--- src/rtl/dsp_pkg.sv ---
// Shared IIR datapath definitions: common sample width and a constant clog2.
package dsp_pkg;

  localparam int SAMPLE_W = 8;

  function automatic int clog2(input int v);
    int r;
    r = 0;
    while ((1 << r) < v) r++;
    return r;
  endfunction

endpackage

--- src/rtl/delay_channel.sv ---
// One channel's MAX_DEPTH x N shift chain; taps[k-1] holds the sample from k shifts ago.
module delay_channel
  import dsp_pkg::*;
#(
  parameter int N         = SAMPLE_W,
  parameter int MAX_DEPTH = 8
) (
  input  logic                           CLK,
  input  logic                           RST,
  input  logic                           clr,
  input  logic                           shift,
  input  logic [N-1:0]                   din,
  output logic [MAX_DEPTH-1:0][N-1:0]    taps
);

  logic [MAX_DEPTH-1:0][N-1:0] mem_q, mem_d;

  always_comb begin
    mem_d = mem_q;
    if (clr) begin
      mem_d = '0;
    end else if (shift) begin
      mem_d[0] = din;
      for (int k = 1; k < MAX_DEPTH; k++) mem_d[k] = mem_q[k-1];
    end
  end

  always_ff @(posedge CLK or negedge RST) begin
    if (!RST) mem_q <= '0;
    else      mem_q <= mem_d;
  end

  assign taps = mem_q;

endmodule

--- src/rtl/tdm_delay_line.sv ---
// Multi-channel TDM sample delay line with per-channel runtime depth.
// Optional DELAY_TAPS_EN adds a registered taps_out port with the post-shift history of dout_ch.
module tdm_delay_line
  import dsp_pkg::*;
#(
  parameter int  N         = SAMPLE_W,
  parameter int  CHANNELS  = 2,
  parameter int  MAX_DEPTH = 8,
  localparam int CH_W      = (clog2(CHANNELS) > 1) ? clog2(CHANNELS) : 1,
  localparam int D_W       = clog2(MAX_DEPTH + 1)
) (
  input  logic               CLK,
  input  logic               RST,
  input  logic               din_valid,
  input  logic [N-1:0]       din,
  input  logic [D_W-1:0]     depth,
  input  logic               flush,
  output logic               dout_valid,
  output logic [N-1:0]       dout,
  output logic [CH_W-1:0]    dout_ch
`ifdef DELAY_TAPS_EN
  ,
  output logic [N*MAX_DEPTH-1:0] taps_out
`endif
);

  logic [CHANNELS-1:0][MAX_DEPTH-1:0][N-1:0] mem;
  logic [CHANNELS-1:0]          shift_en;
  logic [MAX_DEPTH-1:0][N-1:0]  row;
  logic [N-1:0]                 delayed;
  logic [D_W-1:0]               d_eff;
  logic                         accept;

  logic [CH_W-1:0] ch_cnt_q, ch_cnt_d;
  logic            dout_valid_q, dout_valid_d;
  logic [N-1:0]    dout_q, dout_d;
  logic [CH_W-1:0] dout_ch_q, dout_ch_d;

  for (genvar c = 0; c < CHANNELS; c++) begin : g_ch
    delay_channel #(.N(N), .MAX_DEPTH(MAX_DEPTH)) u_ch (
      .CLK   (CLK),
      .RST   (RST),
      .clr   (flush),
      .shift (shift_en[c]),
      .din   (din),
      .taps  (mem[c])
    );
  end

  always_comb begin
    accept = din_valid & ~flush;
    d_eff  = (depth > D_W'(MAX_DEPTH)) ? D_W'(MAX_DEPTH) : depth;

    row = '0;
    for (int c = 0; c < CHANNELS; c++) begin
      shift_en[c] = accept && (ch_cnt_q == CH_W'(c));
      if (ch_cnt_q == CH_W'(c)) row = mem[c];
    end

    // Read is taken before the shift lands, so mem[c][d] is d samples back.
    delayed = din;
    for (int k = 1; k <= MAX_DEPTH; k++)
      if (d_eff == D_W'(k)) delayed = row[k-1];

    ch_cnt_d     = ch_cnt_q;
    dout_valid_d = 1'b0;
    dout_d       = dout_q;
    dout_ch_d    = dout_ch_q;
    if (flush) begin
      ch_cnt_d = '0;
    end else if (din_valid) begin
      ch_cnt_d     = (ch_cnt_q == CH_W'(CHANNELS - 1)) ? '0 : ch_cnt_q + 1'b1;
      dout_valid_d = 1'b1;
      dout_d       = delayed;
      dout_ch_d    = ch_cnt_q;
    end
  end

  always_ff @(posedge CLK or negedge RST) begin
    if (!RST) begin
      ch_cnt_q     <= '0;
      dout_valid_q <= 1'b0;
      dout_q       <= '0;
      dout_ch_q    <= '0;
    end else begin
      ch_cnt_q     <= ch_cnt_d;
      dout_valid_q <= dout_valid_d;
      dout_q       <= dout_d;
      dout_ch_q    <= dout_ch_d;
    end
  end

  assign dout_valid = dout_valid_q;
  assign dout       = dout_q;
  assign dout_ch    = dout_ch_q;

`ifdef DELAY_TAPS_EN
  logic [MAX_DEPTH-1:0][N-1:0] taps_q, taps_d;

  always_comb begin
    taps_d = taps_q;
    if (flush) begin
      taps_d = '0;
    end else if (accept) begin
      taps_d[0] = din;
      for (int k = 1; k < MAX_DEPTH; k++) taps_d[k] = row[k-1];
    end
  end

  always_ff @(posedge CLK or negedge RST) begin
    if (!RST) taps_q <= '0;
    else      taps_q <= taps_d;
  end

  assign taps_out = taps_q;
`endif

endmodule

--- config.mk ---
export PLATFORM = sky130hd
export DESIGN_NAME = tdm_delay_line
export DESIGN_NICKNAME = d
export VERILOG_FILES = /design/src/rtl/dsp_pkg.sv /design/src/rtl/delay_channel.sv /design/src/rtl/tdm_delay_line.sv
export SDC_FILE = /design/constraint.sdc
export NUM_CORES = 1
export LEC_CHECK = 0
export BUFFER_PORTS_ARGS = -buffer_cell sky130_fd_sc_hd__clkbuf_2
export CORE_MARGIN = 4
export CORE_UTILIZATION = 54
export CTS_BUF_LIST = sky130_fd_sc_hd__clkbuf_8
export DETAILED_ROUTE_END_ITERATION = 10
export PLACE_DENSITY = 0.71
export SLEW_MARGIN = 10
export SYNTH_ARGS = -nofsm -noshare
export SYNTH_HDL_FRONTEND = slang
export SYNTH_SLANG_ARGS = --single-unit
export TNS_END_PERCENT = 30
--- constraint.sdc ---
create_clock -name CLK -period 2.2 [get_ports CLK]
set_input_delay 0.55 -clock CLK [delete_from_list [all_inputs] [get_ports CLK]]
set_output_delay 0.55 -clock CLK [all_outputs]
set_load 0.02 [all_outputs]
---- Word level (Yosys, flattened, before mapping) ----
Index checks and enable logic that the tools add are counted.
storage, ports and cells
  flip-flop bits (word level) ............. 139
  input bits .............................. 16
  word-level logic and storage cells ...... 58
cells by class
  $add $sub $neg .......................... 1
  magnitude comparators ................... 1
  equal/unequal tests ..................... 8
  muxes and demuxes ....................... 19
  bitwise logic cells ..................... 3
  reduce and logical (&&, ||, !) cells .... 6
operators by type and width
  kind                                                                    number
  64-bit 2-to-1 mux                                                       5
  8-bit 2-to-1 mux                                                        8
  4-bit by 3-bit equality test with 1-bit output (second input constant)  4
  4-bit by 2-bit equality test with 1-bit output (second input constant)  2
  2-bit nonzero test                                                      3
  1-bit 2-to-1 mux                                                        5
  4-bit by 1-bit equality test with 1-bit output (second input constant)  1
  4-bit equality test (second input constant)                             1
  4-bit > comparator (second input constant)                              1
  4-bit 2-to-1 mux                                                        1
  1-bit logical AND                                                       2
  1-bit inverter                                                          2
  2-bit AND reduction                                                     1
  1-bit adder (second input constant)                                     1
  1-bit AND                                                               1

---- Depth between registers and ports, before layout ----
  word-level depth ........................ 11
  gate-level depth with buffers ........... 8

---- Cells and area by module ----
From an unflattened synthesis, not the netlist that was laid out.
second synthesis, totals
  cells, all modules ...................... 639
  area, all modules ....................... 7,066.8 µm²
by module, submodules not included
  module          times used  cells each  area each (µm²)  sequential area each (µm²)
  delay_channel   2           206         2,611.3          1,601.5
  tdm_delay_line  1           227         1,844.3          275.3

---- Least setup slack after synthesis ----
No wires, ideal clock.
  path type ............................... in2reg
  start point ............................. input depth[3]
  end point ............................... register dout_q[2], in the netlist dout[2]
  setup time .............................. 0.125 ns
  data arrival time ....................... 1.607 ns
  data required time ...................... 2.075 ns
  path slack .............................. 0.468 ns
  stages .................................. 8
  cells stage by stage .................... buf_4 -> nand2b_1 -> buf_4 -> nor2_2 -> buf_2 -> nand2_1 -> a31oi_1 -> o21ai_1
between the ends
  longest elaborated chain between the ends .. 11
  elaborated cells between the ends (all ways) .. 18
  those cells by class .................... order compare: 1; eq/ne: 8; mux: 9
ends and longest elaborated chain
  what                                            RTL line              text
  start: declaration                              tdm_delay_line.sv:16  input logic [D_W-1:0] depth,
  4-bit > comparator                              tdm_delay_line.sv:52  d_eff = (depth > D_W'(MAX_DEPTH)) ? D_W'(MAX_DEPTH) : depth;
  4-bit 2-to-1 mux (*)                            tdm_delay_line.sv:52
  4-bit by 1-bit equality test with 1-bit output  tdm_delay_line.sv:63  if (d_eff == D_W'(k)) delayed = row[k-1];
  8-bit 2-to-1 mux (7 in a row)                   tdm_delay_line.sv:63
  8-bit 2-to-1 mux (*)                            tdm_delay_line.sv:63
  end signal: assignment                          tdm_delay_line.sv:88  dout_q <= dout_d;
  end: declaration                                tdm_delay_line.sv:36  logic [N-1:0] dout_q, dout_d;
Every way passes the cells marked *; elsewhere a longest branch is shown, timed or not.
A chain may end at the register's enable or synchronous reset.

---- Final worst setup path ----
  start point ............................. register ch_cnt_q
  end point ............................... register dout_q[2], in the netlist dout[2]
between the ends
  longest elaborated chain between the ends .. 9
ends and longest elaborated chain
  what                           RTL line              text
  start: declaration             tdm_delay_line.sv:34  logic [CH_W-1:0] ch_cnt_q, ch_cnt_d;
  start signal: assignment       tdm_delay_line.sv:86  ch_cnt_q <= ch_cnt_d;
  64-bit 2-to-1 mux (*)          tdm_delay_line.sv:57  if (ch_cnt_q == CH_W'(c)) row = mem[c];
  8-bit 2-to-1 mux (7 in a row)  tdm_delay_line.sv:63
  8-bit 2-to-1 mux (*)           tdm_delay_line.sv:63
Marks and branches as above.

==> impl_summary.txt <==
----------------------------------------------------
[Critical path]
  Path type of the worst setup path ... register to register
  Maximum fanout count along the critical path ... 20
  Required time of the critical path ... between 2 and 3 ns
  Critical Path Sink Type ... register
  Critical Path AT ... ~2.3 ns
  Type of origin of the critical path ... register
  Worst reg-to-reg setup slack ... around 0.21 ns

[Finish]
  Final Instance Area ... approximately 8000 sq um
  Ant diodes ... 0
  Area growth from synthesis to layout ... 10.37%
  Most common cell after layout, fill and taps aside ... sky130_fd_sc_hd__nand2_1
  Final-stage net count ... slightly above 800
  Most frequent cells in the layout ... sky130_fd_sc_hd__nand2_1, sky130_fd_sc_hd__dfrtp_1, sky130_fd_sc_hd__nand2b_1, sky130_fd_sc_hd__nand3b_1, sky130_fd_sc_hd__o21ai_1
  Number of fillers in the final layout ... ~1200
  Non-filler cells in the finished layout ... roughly 980
  Fraction of layout cells with a size suffix above 1 ... 13.47%
  Final core utilization ... between 60% and 70%

[STA]
  Post-layout minimum cycle time ... ~2 ns
  RSZ-0062 raised after global routing ... false
  Maximum clock skew at final layout ... 0.009109 ns
  Crit share post-route ... 90.68%
  Total count of max-transition violations in the final report ... 0
  Slew @ Worst Pin ... about 1 ns
  Final-report setup violation count ... 0
  Final-layout setup total negative slack ... 0 ns
  Fin. Hold Viols ... 0
  Worst slew slack as a fraction of its limit ... roughly a third
  Max Freq ... about 500 MHz

[Clock network]
  Number of sinks driven by the clock tree ... between 100 and 150
  Clock latency reported for the late side of the worst-skew pair ... about 0.46 ns
  CTS clk-pin slew, worst paths ... 0.08 ns
  Total clock buffers created by CTS ... 17
  H-tree level count ... 4
  Clock tree from TritonCTS ... yes
  Root buffer selected by CTS ... sky130_fd_sc_hd__clkbuf_8
  CTS Buffer Depth ... 2
  # resized after CTS ... 0

[GRT]
  All-layer global routing usage ... between 20% and 30%
  Number of global-route vias before repair ... 5466
  Residual overflow from global routing ... 0
  Global-route wire length before repair ... 29040 microns
  Pin count of the biggest net entering global routing ... 130
  Antenna violations before repair ... 0

[Synthesis]
  Dominant synthesized flop cell ... sky130_fd_sc_hd__dfrtp_1
  Proportion of synthesized chip area in sequential cells ... 47.81%
  Total of flip-flops plus latches after synthesis ... around 140
  Syn. warnings ... 0
  Avg Inst Size Synth ... ~9.4 sq um
  Area of the mapped netlist ... 7276 sq um
  Number of cells produced by synthesis ... 777
  Fraction of synthesis flops using an asynchronous set or reset pin ... 100.0%
  Number of flops mapped to enable cells by yosys ... 0
  Net Count, Synth ... just under 800
  Library cells used by synthesis ... 50

[Power]
  Total leakage power ... about 0.0037 uW
  Clock share of power ... 40.8%
  Share of total power in combinational logic ... 11.2%
  Pwr Density ... between 600 and 700 nW/um^2
  Net switching fraction of the power ... between 20 and 30%
  Peak ir drop on the vdd network ... around 390 uV
  Net load switching power ... roughly 1400 uW
  Internal power ... 4131 uW
  Part of the total power dissipated in sequential elements ... a little under half

[Floorplan]
  Core footprint ... roughly 13000 sq um
  Die boundary height ... 124.1 microns
  Die Area ... roughly 15000 sq um
  Rows ... 42
  Initial Util ... a little over half
  I/O pin count ... 26
  Chip width ... between 100 and 150 microns

[Drt]
  Avg WL per Cell ... between 15 and 20 microns
  Routed wire length ... roughly 17000 microns
  Total vias in the final route ... roughly 5500
  Residual antenna-violating net count after detailed routing ... 0
  Count of TritonRoute iterations in the first routing pass ... 5
  First-iteration detailed-routing DRC count ... between 400 and 500
  Count of unresolved DRC violations after routing ... 0
  Via density per instance ... 5.665

[Placed design]
  Count of buffers from port buffering ... 25
  DP HPWL ... approximately 11000 microns
  Placer Congestion ... around 0.95
  Post-place instance area ... approximately 7600 sq um
  Cell count after placement ... about 950

[Flow run]
  Max-cap violation count ... 0

[Worst hold path]
  Path class of the lowest-slack min-delay path ... input pin to register

[Run status]
  Outcome ... finished, final reports clean

----------------------------------------------------
-- state kept, by name, summed over array words and instances, names as in the netlist --
signal          cells
dout_ch             1
dout_valid          1
g_ch.u_ch.taps    128
ch_cnt_q            1
dout                8
-- synth_stat cells (all sizes together) (2+ instances only) --
cell	number	share of area, %
o22ai	5	0.43
a22oi	3	0.31
nor3	7	0.48
nand2	209	11
dfrtp	139	48
a221oi	3	0.36
a211oi	9	1.2
mux2	13	2.0
a21oi	18	1.2
clkbuf	28	1.4
nor2	18	0.96
inv	2	0.10
o21ai	73	5.0
a31oi	2	0.17
nand2b	70	6.1
o21a	4	0.41
nand3b	64	6.6
and2	2	0.21
mux2i	44	6.1
o221ai	5	0.60
mux4	5	1.5
o211a	3	0.41
o2111ai	2	0.24
and2b	2	0.24
or3	2	0.31
o221a	2	0.31
buf	32	3.0
o22a	2	0.24
-- worst paths after layout --
| path | from | endpoint | cells after the start |
|---|---|---|---|
| setup reg to reg | ch_cnt_q | dout[2] | 6 |
| setup / recovery | ch_cnt_q | dout[2] | 6 |
| min in group asynchronous | RST | g_ch[0].u_ch.taps[53] | 2 |
| max in group asynchronous | RST | g_ch[1].u_ch.taps[34] | 3 |
| hold / removal | din[4] | g_ch[1].u_ch.taps[4] | 3 |
| hold reg to reg | g_ch[1].u_ch.taps[1] | g_ch[1].u_ch.taps[9] | 2 |
-- per-layer routing --
metal | vias to the layer above | track usage (%) | wire, microns
met2 | 135 | 35.61 | 7844
li1 | 2675 | - | -
met4 | 0 | 6.776 | 184
met5 | - | 0 | 0
met1 | 2709 | 36.61 | 8472
met3 | 21 | 6.131 | 809
-- stage by stage --
step                hold WS [ns]  power [uW]  worst slack (ns)
global route              0.3112        5777           0.07552
global placement          0.4048        3329            0.1296
detailed placement        0.4072        3336            0.1278
CTS                       0.2898        5602            0.2148
floorplan                 0.2544        3115            0.4683
finish                    0.3223        5554            0.2050
-- power groups by stage --
stage | clock [uW] | sequential [uW] | combinational (uW)
detailed placement | 0 | 2720 | 620
global route | 2420 | 2670 | 683
CTS | 2310 | 2670 | 625
global placement | 0 | 2710 | 616
finish | 2270 | 2670 | 622
floorplan | 0 | 2720 | 397
-- final cells by class --
type | count | area [sq um] | area share [%]
Clock buffer | 19 | 261.5 | 3.256
Multi-Input combinational cell | 576 | 3477 | 43.30
Clock inverter | 13 | 175.2 | 2.181
Sequential cell | 139 | 3482 | 43.36
Inverter | 2 | 7.507 | 0.09349
Tap cell | 176 | 220.2 | 2.742
Timing Repair Buffer | 53 | 406.6 | 5.064
-- critical path: stages, from the launching register on --
cell and delay, ns:
sky130_fd_sc_hd__dfrtp_4 0.58, sky130_fd_sc_hd__buf_12 0.23, sky130_fd_sc_hd__mux2_1 0.38, sky130_fd_sc_hd__a21oi_1 0.15, sky130_fd_sc_hd__nor3_1 0.06, sky130_fd_sc_hd__nor3_1 0.32
sky130_fd_sc_hd__o21ai_1 0.13
-- cell families after synthesis --
| family | Yosys count | share of synthesized area, % |
|---|---|---|
| simple gates | 378 | 26.40 |
| buf+inv | 62 | 4.557 |
| flops | 139 | 47.81 |
| xor+xnor | 1 | 0.1204 |
| mux | 62 | 9.613 |
| compound gates | 135 | 11.51 |
-- repair_timing --
action | 4_1_cts | 5_1_grt
setup buffers | 0 | 0
hold buffers | 1 | 0
endpoints found under the hold margin | 15 | 0
Power figures use the tool's default switching activity.
